<file path="config.mk">
export PLATFORM = sky130hd
export DESIGN_NAME = uart_tx_arbiter
export DESIGN_NICKNAME = d
export VERILOG_FILES = /design/src/rtl/uart_tx_arbiter.sv
export SDC_FILE = /design/constraint.sdc
export NUM_CORES = 1
export LEC_CHECK = 0
export ABC_AREA = 1
export CAP_MARGIN = 5
export CELL_PAD_IN_SITES_DETAIL_PLACEMENT = 0
export CELL_PAD_IN_SITES_GLOBAL_PLACEMENT = 2
export CORE_MARGIN = 3
export CORE_UTILIZATION = 26
export CTS_CLUSTER_DIAMETER = 40
export DETAILED_ROUTE_END_ITERATION = 8
export GPL_TIMING_DRIVEN = 0
export PLACE_DENSITY_LB_ADDON = 0.15
export SLEW_MARGIN = 30
export SYNTH_ARGS = -nofsm -noshare
export SYNTH_HDL_FRONTEND = slang
export SYNTH_SLANG_ARGS = --single-unit
</file>
<file path="constraint.sdc">
create_clock -name clkTx -period 1.6 [get_ports clkTx]
set_input_delay 0.24 -clock clkTx [delete_from_list [all_inputs] [get_ports clkTx]]
set_output_delay 0.24 -clock clkTx [all_outputs]
set_load 0.01 [all_outputs]
</file>
<file path="src/rtl/uart_tx_arbiter.sv">
// Round-robin arbiter sharing one UART transmitter among NUM_REQ byte requesters.
// Each grant carries that requester's baud/parity profile and runs a start/busy handshake with timeout.
module uart_tx_arbiter #(
    parameter  int NUM_REQ     = 4,
    parameter  int MAX_BURST   = 4,
    parameter  int ACK_TIMEOUT = 31,
    localparam int IW          = $clog2(NUM_REQ)
) (
    input  logic                 clkTx,
    input  logic                 resetN,
    input  logic [NUM_REQ-1:0]   reqValid,
    input  logic [8*NUM_REQ-1:0] reqData,
    input  logic [NUM_REQ-1:0]   reqLast,
    output logic [NUM_REQ-1:0]   reqReady,
    input  logic                 cfgWe,
    input  logic [IW-1:0]        cfgIdx,
    input  logic [2:0]           cfgBaud,
    input  logic [1:0]           cfgParity,
    output logic                 txStart,
    output logic [7:0]           txData,
    output logic [2:0]           txBaudRate,
    output logic [1:0]           txParity,
    input  logic                 txBusy,
    output logic                 grantValid,
    output logic [IW-1:0]        grantId,
    output logic                 ackError
);

    typedef enum logic [2:0] {
        S_IDLE,
        S_ARB,
        S_LAUNCH,
        S_WAIT_ACK,
        S_WAIT_DONE,
        S_ROTATE
    } state_e;

    state_e               state_q;
    logic [IW-1:0]        ptr_q;
    logic [IW-1:0]        owner_q;
    logic [3:0]           burst_q;
    logic [7:0]           timeout_q;
    logic                 last_q;
    logic                 grant_q;
    logic                 start_q;
    logic                 ack_err_q;
    logic [NUM_REQ-1:0]   ready_q;
    logic [7:0]           data_q;
    logic [2:0]           baud_q;
    logic [1:0]           par_q;
    logic [2:0]           prof_baud_q [NUM_REQ];
    logic [1:0]           prof_par_q  [NUM_REQ];

    logic [7:0]           req_byte [NUM_REQ];
    logic                 pick_vld_d;
    logic [IW-1:0]        pick_idx_d;
    logic [IW-1:0]        launch_idx_d;
    logic                 cont_d;
    int                   pick_j;

    for (genvar g = 0; g < NUM_REQ; g++) begin : g_bytes
        assign req_byte[g] = reqData[8*g +: 8];
    end

    // Scan from the highest offset down so the lowest offset from ptr wins.
    always_comb begin
        pick_vld_d = 1'b0;
        pick_idx_d = '0;
        pick_j     = 0;
        for (int k = NUM_REQ - 1; k >= 0; k--) begin
            pick_j = int'(ptr_q) + k;
            if (pick_j >= NUM_REQ) pick_j = pick_j - NUM_REQ;
            if (reqValid[pick_j[IW-1:0]]) begin
                pick_vld_d = 1'b1;
                pick_idx_d = pick_j[IW-1:0];
            end
        end
    end

    assign launch_idx_d = (state_q == S_ARB) ? pick_idx_d : owner_q;
    assign cont_d       = !last_q && (burst_q < 4'(MAX_BURST)) && reqValid[owner_q];

    // Launch side effects are registered on entry to LAUNCH, so txStart,
    // reqReady and txData are all visible during the LAUNCH cycle itself.
    always_ff @(posedge clkTx or negedge resetN) begin
        if (!resetN) begin
            state_q   <= S_IDLE;
            ptr_q     <= '0;
            owner_q   <= '0;
            burst_q   <= '0;
            timeout_q <= '0;
            last_q    <= 1'b0;
            grant_q   <= 1'b0;
            start_q   <= 1'b0;
            ack_err_q <= 1'b0;
            ready_q   <= '0;
            data_q    <= '0;
            baud_q    <= '0;
            par_q     <= '0;
            for (int i = 0; i < NUM_REQ; i++) begin
                prof_baud_q[i] <= '0;
                prof_par_q[i]  <= '0;
            end
        end else begin
            start_q <= 1'b0;
            ready_q <= '0;

            if (cfgWe) begin
                ack_err_q <= 1'b0;
                if (int'(cfgIdx) < NUM_REQ) begin
                    prof_baud_q[cfgIdx] <= cfgBaud;
                    prof_par_q[cfgIdx]  <= cfgParity;
                end
            end

            case (state_q)
                S_IDLE: begin
                    if (|reqValid) state_q <= S_ARB;
                end

                S_ARB: begin
                    if (pick_vld_d) begin
                        grant_q   <= 1'b1;
                        owner_q   <= pick_idx_d;
                        baud_q    <= prof_baud_q[pick_idx_d];
                        par_q     <= prof_par_q[pick_idx_d];
                        burst_q   <= 4'd1;
                        start_q   <= 1'b1;
                        ready_q   <= NUM_REQ'(1) << launch_idx_d;
                        data_q    <= req_byte[launch_idx_d];
                        last_q    <= reqLast[launch_idx_d];
                        timeout_q <= '0;
                        state_q   <= S_LAUNCH;
                    end else begin
                        state_q <= S_IDLE;
                    end
                end

                S_LAUNCH: begin
                    state_q <= S_WAIT_ACK;
                end

                S_WAIT_ACK: begin
                    if (txBusy) begin
                        state_q <= S_WAIT_DONE;
                    end else if (timeout_q == 8'(ACK_TIMEOUT)) begin
                        ack_err_q <= 1'b1;
                        grant_q   <= 1'b0;
                        state_q   <= S_ROTATE;
                    end else begin
                        timeout_q <= timeout_q + 8'd1;
                    end
                end

                S_WAIT_DONE: begin
                    if (!txBusy) begin
                        if (cont_d) begin
                            burst_q   <= burst_q + 4'd1;
                            start_q   <= 1'b1;
                            ready_q   <= NUM_REQ'(1) << launch_idx_d;
                            data_q    <= req_byte[launch_idx_d];
                            last_q    <= reqLast[launch_idx_d];
                            timeout_q <= '0;
                            state_q   <= S_LAUNCH;
                        end else begin
                            grant_q <= 1'b0;
                            state_q <= S_ROTATE;
                        end
                    end
                end

                S_ROTATE: begin
                    grant_q <= 1'b0;
                    ptr_q   <= (owner_q == IW'(NUM_REQ - 1)) ? '0 : owner_q + IW'(1);
                    state_q <= S_ARB;
                end

                default: state_q <= S_IDLE;
            endcase
        end
    end

    assign reqReady   = ready_q;
    assign txStart    = start_q;
    assign txData     = data_q;
    assign txBaudRate = baud_q;
    assign txParity   = par_q;
    assign grantValid = grant_q;
    assign grantId    = owner_q;
    assign ackError   = ack_err_q;

endmodule
</file>
; ---- Yosys cells after proc, flatten, opt, wreduce, memory -nomap -nowiden
; Index checks and enable logic that the tools add are counted.
[word_totals]
elab_cells = 164
out_inout_bits = 22
regBits = 60
inputBits = 51
[op_classes]
add_sub_neg = 10
n_shift = 1
reduce_logical = 14
bitwise_logic = 3
n_eq_ne = 16
muxes = 84
order_cmp = 15
[op_table]
columns = op, n
row1 = two-way mux 8 bit, 10
row2 = two-way mux 2 bit, 14
row3 = two-way mux 1 bit, 25
row4 = two-way mux 3 bit, 8
row5 = two-way mux 4 bit, 6
row6 = one-hot mux 8 bit (3 select lines), 1
row7 = ">= comparator 3 bit, second input constant", 6
row8 = "less-than comparator 2 x 3 -> 1 bit, second input constant", 6
row9 = one-hot mux 3 bit (6 select lines), 1
row10 = binary-select mux 8 bit (select 2 bit), 1
row11 = "inequality test 2 bit, second input constant", 8
row12 = one-hot mux 4 bit (2 select lines), 2
row13 = one-hot mux 8 bit (2 select lines), 1
row14 = binary-select mux 1 bit (select 2 bit), 6
row15 = bitwise mux 12 bit, 1
row16 = AND reduction 6 bit, 2
row17 = NOT 2 -> 3 bit, 3
row18 = "adder 8 x 1 -> 8 bit, second input constant", 1
row19 = bitwise mux 8 bit, 1
row20 = "== test 8 x 5 -> 1 bit, second input constant", 1
row21 = "subtractor 2 x 1 -> 2 bit, second input constant", 4
row22 = "adder 2 x 2 -> 3 bit, second input constant", 2
row23 = binary-select mux 3 bit (select 2 bit), 1
row24 = demux 3 bit (select 2 bit), 1
row25 = 26 further kinds, 31

; ---- Longest topological paths before layout
; Gate-level depths: netlist of the first run.
[logic_depth]
ltp_word = 17
mapped_depth = 15
ltp_nobuf = 14

; ---- Least setup slack after synthesis of the first run
; Ideal clock, no wire load.
[synth_timing]
path_kind = reg2reg
startpoint = reg ptr_q[0]
endpoint = reg data_q[1] (netlist: txData[1])
arrival_ns = 1.596
period_less_slack_ns = 1.713
required_time_ns = 1.483
setup_ns = 0.117
n_path_buf = 1
setup_slack_ns = -0.113
stages_incl_launch_ff = 14
cell_sequence = dfrtp_1 > inv_2 > nand2_1 > nand2_1 > nand2_1 > a21oi_1 > nand2_1 > nand3_2 > nand3_2 > o21ai_1 > buf_2 > nand3_1 > nand3_1 > nand2_1
[synth_between]
elab_chain_len = 17
word_cells_on_any_way = 42
classes_between = add/sub: 7 / order compare: 4 / eq/ne: 1 / mux: 28 / bitwise: 1 / reduce/logical: 1
[synth_lines]
columns = item, line
row1 = start: declaration, 39  ; logic [IW-1:0] ptr_q;
row2 = start signal: assignment, 174  ; ptr_q <= (owner_q == IW'(NUM_REQ - 1)) ? '0 : owner_q + IW'(1);
row3 = adder 2 x 2 -> 3 bit, 71  ; pick_j = int'(ptr_q) + k;
row4 = >= comparator 3 bit or subtractor 2 x 1 -> 2 bit (tied branches), 72  ; if (pick_j >= NUM_REQ) pick_j = pick_j - NUM_REQ;
row5 = two-way mux 2 bit, 72
row6 = binary-select mux 1 bit (select 2 bit), 73  ; if (reqValid[pick_j[IW-1:0]]) begin
row7 = two-way mux 1 bit (not written as such), 73
row8 = two-way mux 2 bit (4 in series), 73
row9 = two-way mux 2 bit, 80  ; assign launch_idx_d = (state_q == S_ARB) ? pick_idx_d : owner_q;
row10 = NOT 2 -> 3 bit (not written as such), "130, 161"
row11 = binary-select mux 8 bit (select 2 bit), "130, 161"
row12 = two-way mux 8 bit (not written as such) (2 in series), "130, 161"
row13 = two-way mux 8 bit, 157  ; if (cont_d) begin
row14 = two-way mux 8 bit, 156  ; if (!txBusy) begin
row15 = one-hot mux 8 bit (2 select lines), 116  ; case (state_q)
row16 = end signal: assignment, 130  ; data_q <= req_byte[launch_idx_d];
row17 = end signal: assignment, 161  ; data_q <= req_byte[launch_idx_d];
row18 = end: declaration, 48  ; logic [7:0] data_q;
; Parallel ways exist; a longest one is shown, timed or not. The select of a mux whose other input is x is not followed.
; A chain may end at the register's enable or synchronous reset.

; ---- Final worst setup path of the first run
[layout_timing]
startpoint = reg ptr_q[0]
endpoint = reg data_q[7] (netlist: txData[7])
; Same word-level chain as after synthesis.

==> results of run 1 <==
==> synth_stat cells, types with 3 or more instances <==
master / n
nand3_2: 14
ha_1: 3
inv_1: 33
nor3_1: 11
a21oi_1: 9
buf_4: 3
o21ai_0: 29
nand2_1: 114
dfrtp_1: 60
o211ai_1: 5
nor2_1: 23
inv_2: 5
nand2_2: 6
or2_1: 4
o21ai_1: 9
nand3_1: 56
buf_2: 3
==> worst min path at each step <==
stage / cells after the start / to / slack, ns
6_report: 2 / grantValid / 0.33
5_1_grt: 2 / reqReady[2] / 0.37
4_1_cts: 2 / ackError / 0.32
3_5_place_dp: 1 / grantValid / 0.13
3_3_place_gp: 2 / prof_par_q[4] / 0.46
2_1_floorplan: 0 / ackError / -0.06
==> critical path, delay by kind of cell, from the launching register on <==
| kind | cells | cell delay, ns |
|---|---|---|
| flip-flops | 1 | 0.44 |
| AO/OA/AOI/OAI | 1 | 0.19 |
| AND/OR/NAND/NOR | 11 | 0.87 |
| buffers and inverters | 2 | 0.30 |
==> kinds of logic after synthesis <==
group	synth area share, %
adders and majority gates	1.168
and+or+nand+nor	33.87
xor gates and xnor gates	0.5451
DFF	46.71
AOI/OAI and AO/OA	10.55
buffers and inverters	7.162
==> state kept, by name, indices dropped and copies added (netlist names), 3 cells and up <==
name and flops:
prof_baud_q 12, prof_par_q 8, timeout_q 8, txData 8, burst_q 4, reqReady 4, state_q 3, txBaudRate 3
==> cell type report <==
cell class	instances	share of cell area [%]
Multi-Input combinational cell	298	36.15
Sequential cell	60	28.41
Timing Repair Buffer	112	20.64
Clock buffer	12	4.841
Tap cell	164	3.872
Inverter	38	2.999
Buffer	11	2.432
Clock inverter	2	0.6612
==> power groups by stage <==
stage                     Sequential (µW)  Clock, µW  Combinational (µW)
after global placement               2300          0                4370
after detailed placement             2320          0                4350
after floorplan                      2360          0                2780
after global routing                 2370       2060                7070
final                                2300       1930                6430
after CTS                            2290       1980                5310
==> metal layers <==
| layer | GRT usage [%] | up-vias | part of all wire [%] |
|---|---|---|---|
| li1 | - | 1601 | - |
| met1 | 19.70 | 1495 | 44 |
| met2 | 25.34 | 49 | 51 |
| met5 | 0 | - | 0 |
| met3 | 3.959 | 13 | 3.2 |
| met4 | 5.275 | 0 | 1.6 |
==> metrics by stage <==
step                utilization [%]  worst slack, ns  setup TNS [ns]  hold slack (ns)  cells
floorplan                         -         -0.07531         -0.8411         -0.05559    407
global placement              35.39           -1.825         -125.08           0.4602    642
detailed placement            35.60          -0.7590          -15.93           0.1348    643
CTS                           41.47          -0.2576          -3.983           0.3186    683
global route                  45.06          -0.4817          -9.565           0.3661    697
finish                        45.06          -0.3062          -5.131           0.3315    697
==> cell usage in the layout (no fill, tap or decap), drive strengths merged, types with 2 or more instances in the layout <==
cell / netlist / layout
dlygate4sd2: 0 / 2
o21ai: 38 / 38
o211ai: 5 / 5
nor2: 26 / 26
clkdlybuf4s50: 0 / 67
ha: 3 / 3
nand3: 70 / 70
a32o: 2 / 2
or2: 4 / 4
a31oi: 2 / 2
inv: 38 / 36
buf: 9 / 48
nor3: 11 / 11
clkinv: 0 / 2
a21oi: 9 / 9
nand2: 120 / 120
clkbuf: 2 / 16
dfrtp: 60 / 60
==> what timing repair did <==
action	CTS	global route
pin swaps	10	23
buffers inserted	23	11
hold endpoints to repair	17	0
hold buffers	1	0
setup endpoints to repair	34	35
resized for setup	59	72
gates cloned	2	3
==> summary.md, run 1 <==
| Metric | Value |
|---|---|
| Status | complete, but fails checks |
| Failing checks | setup timing |
| Port buffer count | 71 |
| Critical path's most frequent cell | nand2_2 |
| Die span in x | ~120 µm |
| Finished Cell Area | around 5300 µm² |
| # Max-Cap Violations | 0 |
| FMAX | 0.5246 GHz |
| Area growth, synth to finish | 64.85% |
| Final Hold Vio Count | 0 |
| Area share of the largest cell type after synthesis | 46.71% |
| Power Dens Cells | ~2000 nW/µm² |
| TritonCTS Buffers | 9 |
| Warnings from Yosys | 0 |
| Reg2Reg Setup Slack | -0.31 ns |
| Total area of sequential cells | 1505 µm² |
| Syn_nets | 461 |
| DR vias/cell | 4.531 |
| Clk pin slew, worst setup/hold paths | 0.05 ns |
| Final worst setup slack | -0.3062 ns |
| Htree depth | 3 |
| Pleak | 0.002402 µW |
| Unrepaired setup endpoints after global routing | yes |
| Clock Power Share | 18.1% |
| CTS Sinks | 60 |
| Top FF cell, synth | dfrtp_1 |
| Mapped Avg Cell Area | 7.898 µm² |
| Seq pwr share | a little over a fifth |
| Reg2Reg Launch Point | ptr_q[0] |
| Share of layout cells above drive strength 1 | 32.27% |
| Part of the power in combinational logic | 60.4% |
| Number of synthesized flops with an enable pin | 0 |
| GR Util All Layers | 15.41% |
| Worst R2R Path Depth | 14 |
| Power Internal | 6199 µW |
| DP Area | 4187 µm² |
| Req. time, crit path | about 1.8 ns |
| DR WL/cell | 14.80 µm |
| CP max FO | 10 |
| Switching Power | 4462 µW |
| Post-Synthesis Cells | between 400 and 500 |
| Ys async rst share | 100.0% |
| Core Box Area | 11,760 µm² |
| Crit-path slowest cell | dfrtp_2 |
| Slew HR | 74.17% |
| Slew of the pin with the lowest slew margin | 0.3864 ns |
| Final Net Count | 584 |
| Slowest Stage Delay on Critical Path | 0.44 ns |
| Cell Area, Synth | between 3000 and 4000 µm² |
| Die area | 13,730 µm² |
| Setup crit end kind | register |
| Number of global-route vias before repair | 3,211 |
| Worst Skew | 0.01053 ns |
| R2R Path End | txData[7] |
| Routed vias | 3,158 |
| Clock tree buffer depth | 2 |
| Total grt overflow | 0 |
| Routability Congestion | 0.7553 |
| Fillers | 1,155 |
| DR iter-0 viols | roughly 130 |
| Largest net degree at the start of global routing | 44 |
| Slew Viols, Final | 0 |
| Worst vdd ir | 0.0007485 V |
| Clk Latency, worst-skew pair | roughly 0.33 ns |
| Kind of critical path | register to register |
| Root Buffer | clkbuf_16 |
| Final setup violation count | 25 |
| Period minus WS final | 1.906 ns |
| # IOs | 73 |
| CP startpoint kind | register |
| Core Rows | 39 |
| Antenna viol nets, final | 0 |
| CP startpoint | ptr_q[0] |
| Cell taking the most area after synthesis | dfrtp_1 |
| Post-route clock period utilization | 119.1% |
| Worst path cell trace | clkinv_4, nand2_2, nand2_2, nand2_2, nand2_2, o21ai_2, nand2_4, nand3_4, nand2_4, buf_6, nand2_1, nand3_2, nand3_2, nand2_1 |
| First-pass GRT wire length | 16,220 µm |
| Die height | 117.2 µm |
| Final wirelength | 10,310 µm |
| Crit path arrival time | 2.13 ns |
| CP endpoint | txData[7] |
| Largest cells by area after synthesis | dfrtp_1 (47%), nand2_1 (13%), nand3_1 (8.7%) |
| Final HPWL DP | 7165 µm |
| Area of the multi-input gates | 1916 µm² |
| Sw frac | 41.85% |
| Overall power | 10,660 µW |
| Diode count | 0 |
| Drt first pass iters | 4 |
| Yosys cell types | 32 |
| Hold Crit Class | primary input to asynchronous set/reset pin |
| Synth Register Bits | 60 |
| Register area share after synthesis | 46.71% |
| Initial Util | 27.33% |
| Initial antenna violation count | 0 |
| DRC | 0 |
| CTS tree | yes |
Power figures use the tool's default switching activity.
==> run 2, diff against run 1 <==
CELL_PAD_IN_SITES_DETAIL_PLACEMENT = 1   (was 0)
CELL_PAD_IN_SITES_GLOBAL_PLACEMENT = 1   (was 2)
CORE_UTILIZATION = 33   (was 26)
==> run 2 against run 1 <==
The run still ends with setup timing left; wire length increased by 8.3%; global-route usage rose by 4.6 points; highest routed layer unchanged; non-clock buffer count down 6.
==> summary.md, run 2 (synthesized netlist as in run 1, its figures left out) <==
| Metric | Value |
|---|---|
| Antenna viol nets, final | 0 (unchanged) |
| Post-route clock period utilization | 119.5% (was 119.1%) |
| Hold Crit Class | primary input to asynchronous set/reset pin (unchanged) |
| Slew HR | 73.34% (was 74.17%) |
| Core Box Area | 9371 µm² (was 11,760 µm²) |
| CP max FO | 8 (was 10) |
| Routability Congestion | 0.7951 (was 0.7553) |
| Clk pin slew, worst setup/hold paths | 0.07 ns (was 0.05 ns) |
| Unrepaired setup endpoints after global routing | yes (unchanged) |
| Total grt overflow | 0 (unchanged) |
| Most frequent cells in the layout | nand2_1 (94), clkdlybuf4s50_1 (68), dfrtp_1 (55) (was nand2_1 (87), clkdlybuf4s50_1 (67), dfrtp_1 (57)) |
| CTS Sinks | 60 (unchanged) |
| Number of global-route vias before repair | 3,486 (was 3,211) |
| Most common library cell in the layout ignoring fill and taps | nand2_1 (unchanged) |
| Area growth, synth to finish | 57.14% (was 64.85%) |
| CTS tree | yes (unchanged) |
| Final worst setup slack | -0.3127 ns (was -0.3062 ns) |
| Kind of critical path | register to register (unchanged) |
| Slew Viols, Final | 0 (unchanged) |
| Placed cells | 608 (was 643) |
| FMAX | 0.5228 GHz (was 0.5246 GHz) |
| DR WL/cell | 16.98 µm (was 14.80 µm) |
| Setup crit end kind | register (unchanged) |
| Final setup violation count | 26 (was 25) |
| Final Net Count | 578 (was 584) |
| Root Buffer | clkbuf_8 (was clkbuf_16) |
| Initial antenna violation count | 0 (unchanged) |
| Htree depth | 3 (unchanged) |
| Routed vias | 3,309 (was 3,158) |
| Die height | 104.7 µm (was 117.2 µm) |
| TritonCTS Buffers | 9 (unchanged) |
| Share of layout cells above drive strength 1 | 28.54% (was 32.27%) |
| Pleak | 0.002319 µW (was 0.002402 µW) |
| Crit path arrival time | 2.15 ns (was 2.13 ns) |
| Core Rows | 35 (was 39) |
| Slew of the pin with the lowest slew margin | 0.3999 ns (was 0.3864 ns) |
| Final Hold Vio Count | 0 (unchanged) |
| CP startpoint kind | register (unchanged) |
| Diode count | 0 (unchanged) |
| Largest net degree at the start of global routing | 49 (was 44) |
| Die area | 10,960 µm² (was 13,730 µm²) |
| First-pass GRT wire length | 17,660 µm (was 16,220 µm) |
| Overall power | 9877 µW (was 10,660 µW) |
| Power Dens Cells | 1956 nW/µm² (was 2012 nW/µm²) |
| Setup TNS | -5.553 ns (was -5.131 ns) |
| Port buffer count | 71 (unchanged) |
| Die span in x | 104.7 µm (was 117.2 µm) |
| Clk Latency, worst-skew pair | 0.35 ns (was 0.33 ns) |
| Final HPWL DP | 7340 µm (was 7165 µm) |
| # Max-Cap Violations | 0 (unchanged) |
| Period minus WS final | 1.913 ns (was 1.906 ns) |
| Req. time, crit path | 1.84 ns (was 1.82 ns) |
| Failing checks | setup timing (unchanged) |
| Drt first pass iters | 4 (unchanged) |
| Final Util | 53.90% (was 45.06%) |
| Hold slack | 0.2912 ns (was 0.3315 ns) |
| DR iter-0 viols | 131 (was 125) |
| Initial Util | 34.30% (was 27.33%) |
| Status | complete, but fails checks (unchanged) |
| Biggest register | prof_baud_q (unchanged) |
| # IOs | 73 (unchanged) |
| Layout Cells excl Fill | 658 (was 697) |
| Clock tree buffer depth | 2 (unchanged) |
| DR vias/cell | 5.029 (was 4.531) |
| GR Util All Layers | 20.05% (was 15.41%) |
| Worst vdd ir | 0.0007313 V (was 0.0007485 V) |
| Worst Skew | 0.009529 ns (was 0.01053 ns) |
| DRC | 0 (unchanged) |
| Final wirelength | 11,170 µm (was 10,310 µm) |
| Max FFs per register | 12 (unchanged) |
## run 2: cell count changes in the layout (fill, tap and decap cells not counted), sizes merged
cell           previous run  this run
inv                      36        38
dlymetal6s2s              1         0
clkinv                    2         1
buf                      48        43
clkbuf                   16        15
bufbuf                    0         1
clkdlybuf4s50            67        68
## run 2: per-layer routing
layer / vias to the layer above / GRT usage, % / share of wire [%]
li1: 1585 / - / -
met1: 1661 / 24.58 / 42
met2: 53 / 36.21 / 54
met3: 10 / 4.694 / 3.3
met4: 0 / 3.655 / 1.0
met5: - / 0 / 0
## run 2: power by group
group / internal [µW] / switching, µW
Sequential: 1980 / 351
Combinational: 2700 / 3300
Clock: 888 / 661
## run 2: worst paths after layout
kind	startpoint	end	slack, ns	depth (start not counted)
hold / removal	resetN	state_q[2]	0.29	2
hold reg to reg	prof_par_q[4]	prof_par_q[4]	0.48	2
min in group clkTx	cfgWe	ackError	0.34	2
max in group asynchronous	resetN	prof_par_q[6]	0.79	3
setup / recovery	ptr_q[0]	txData[6]	-0.31	14
setup reg to reg	ptr_q[0]	txData[6]	-0.31	14
## run 2: worst max-delay path, cell delays in order, from the launching register on
cell and delay (ns):
dfrtp_2 0.47, inv_4 0.09, nand2_1 0.10, nand2_2 0.07, nand2_2 0.08, nand2_2 0.06, nand2_2 0.07, nand2_1 0.06
nand2_2 0.11, nand3_4 0.10, bufbuf_16 0.29, nand3_1 0.07, nand3_1 0.09, nand3_1 0.09, nand2_1 0.06
## run 2: layout make-up
type / count / area [µm²]
Inverter: 38 / 157.7
Clock buffer: 13 / 178.9
Timing Repair Buffer: 106 / 1051
Fill cell: 1114 / 4320
Tap cell: 129 / 161.4
Clock inverter: 3 / 42.54
Buffer: 11 / 131.4
Sequential cell: 60 / 1508
Multi-Input combinational cell: 298 / 1821
## run 2: repair_timing
item | 4_1_cts | 5_1_grt
hold buffers | 1 | 0
endpoints found under the hold margin | 12 | 0
buffers inserted | 17 | 13
setup endpoints to repair | 35 | 34
cloned | 3 | 0
pin swaps | 10 | 18
gates resized for setup | 81 | 30
## run 2: through the flow
step / cell area [µm²] / setup WS (ns)
after global routing: 5051 / -0.4731
after floorplan: 3246 / -0.07531
after global placement: 4118 / -1.800
after CTS: 4812 / -0.2700
after detailed placement: 4143 / -0.7239
final: 5051 / -0.3127
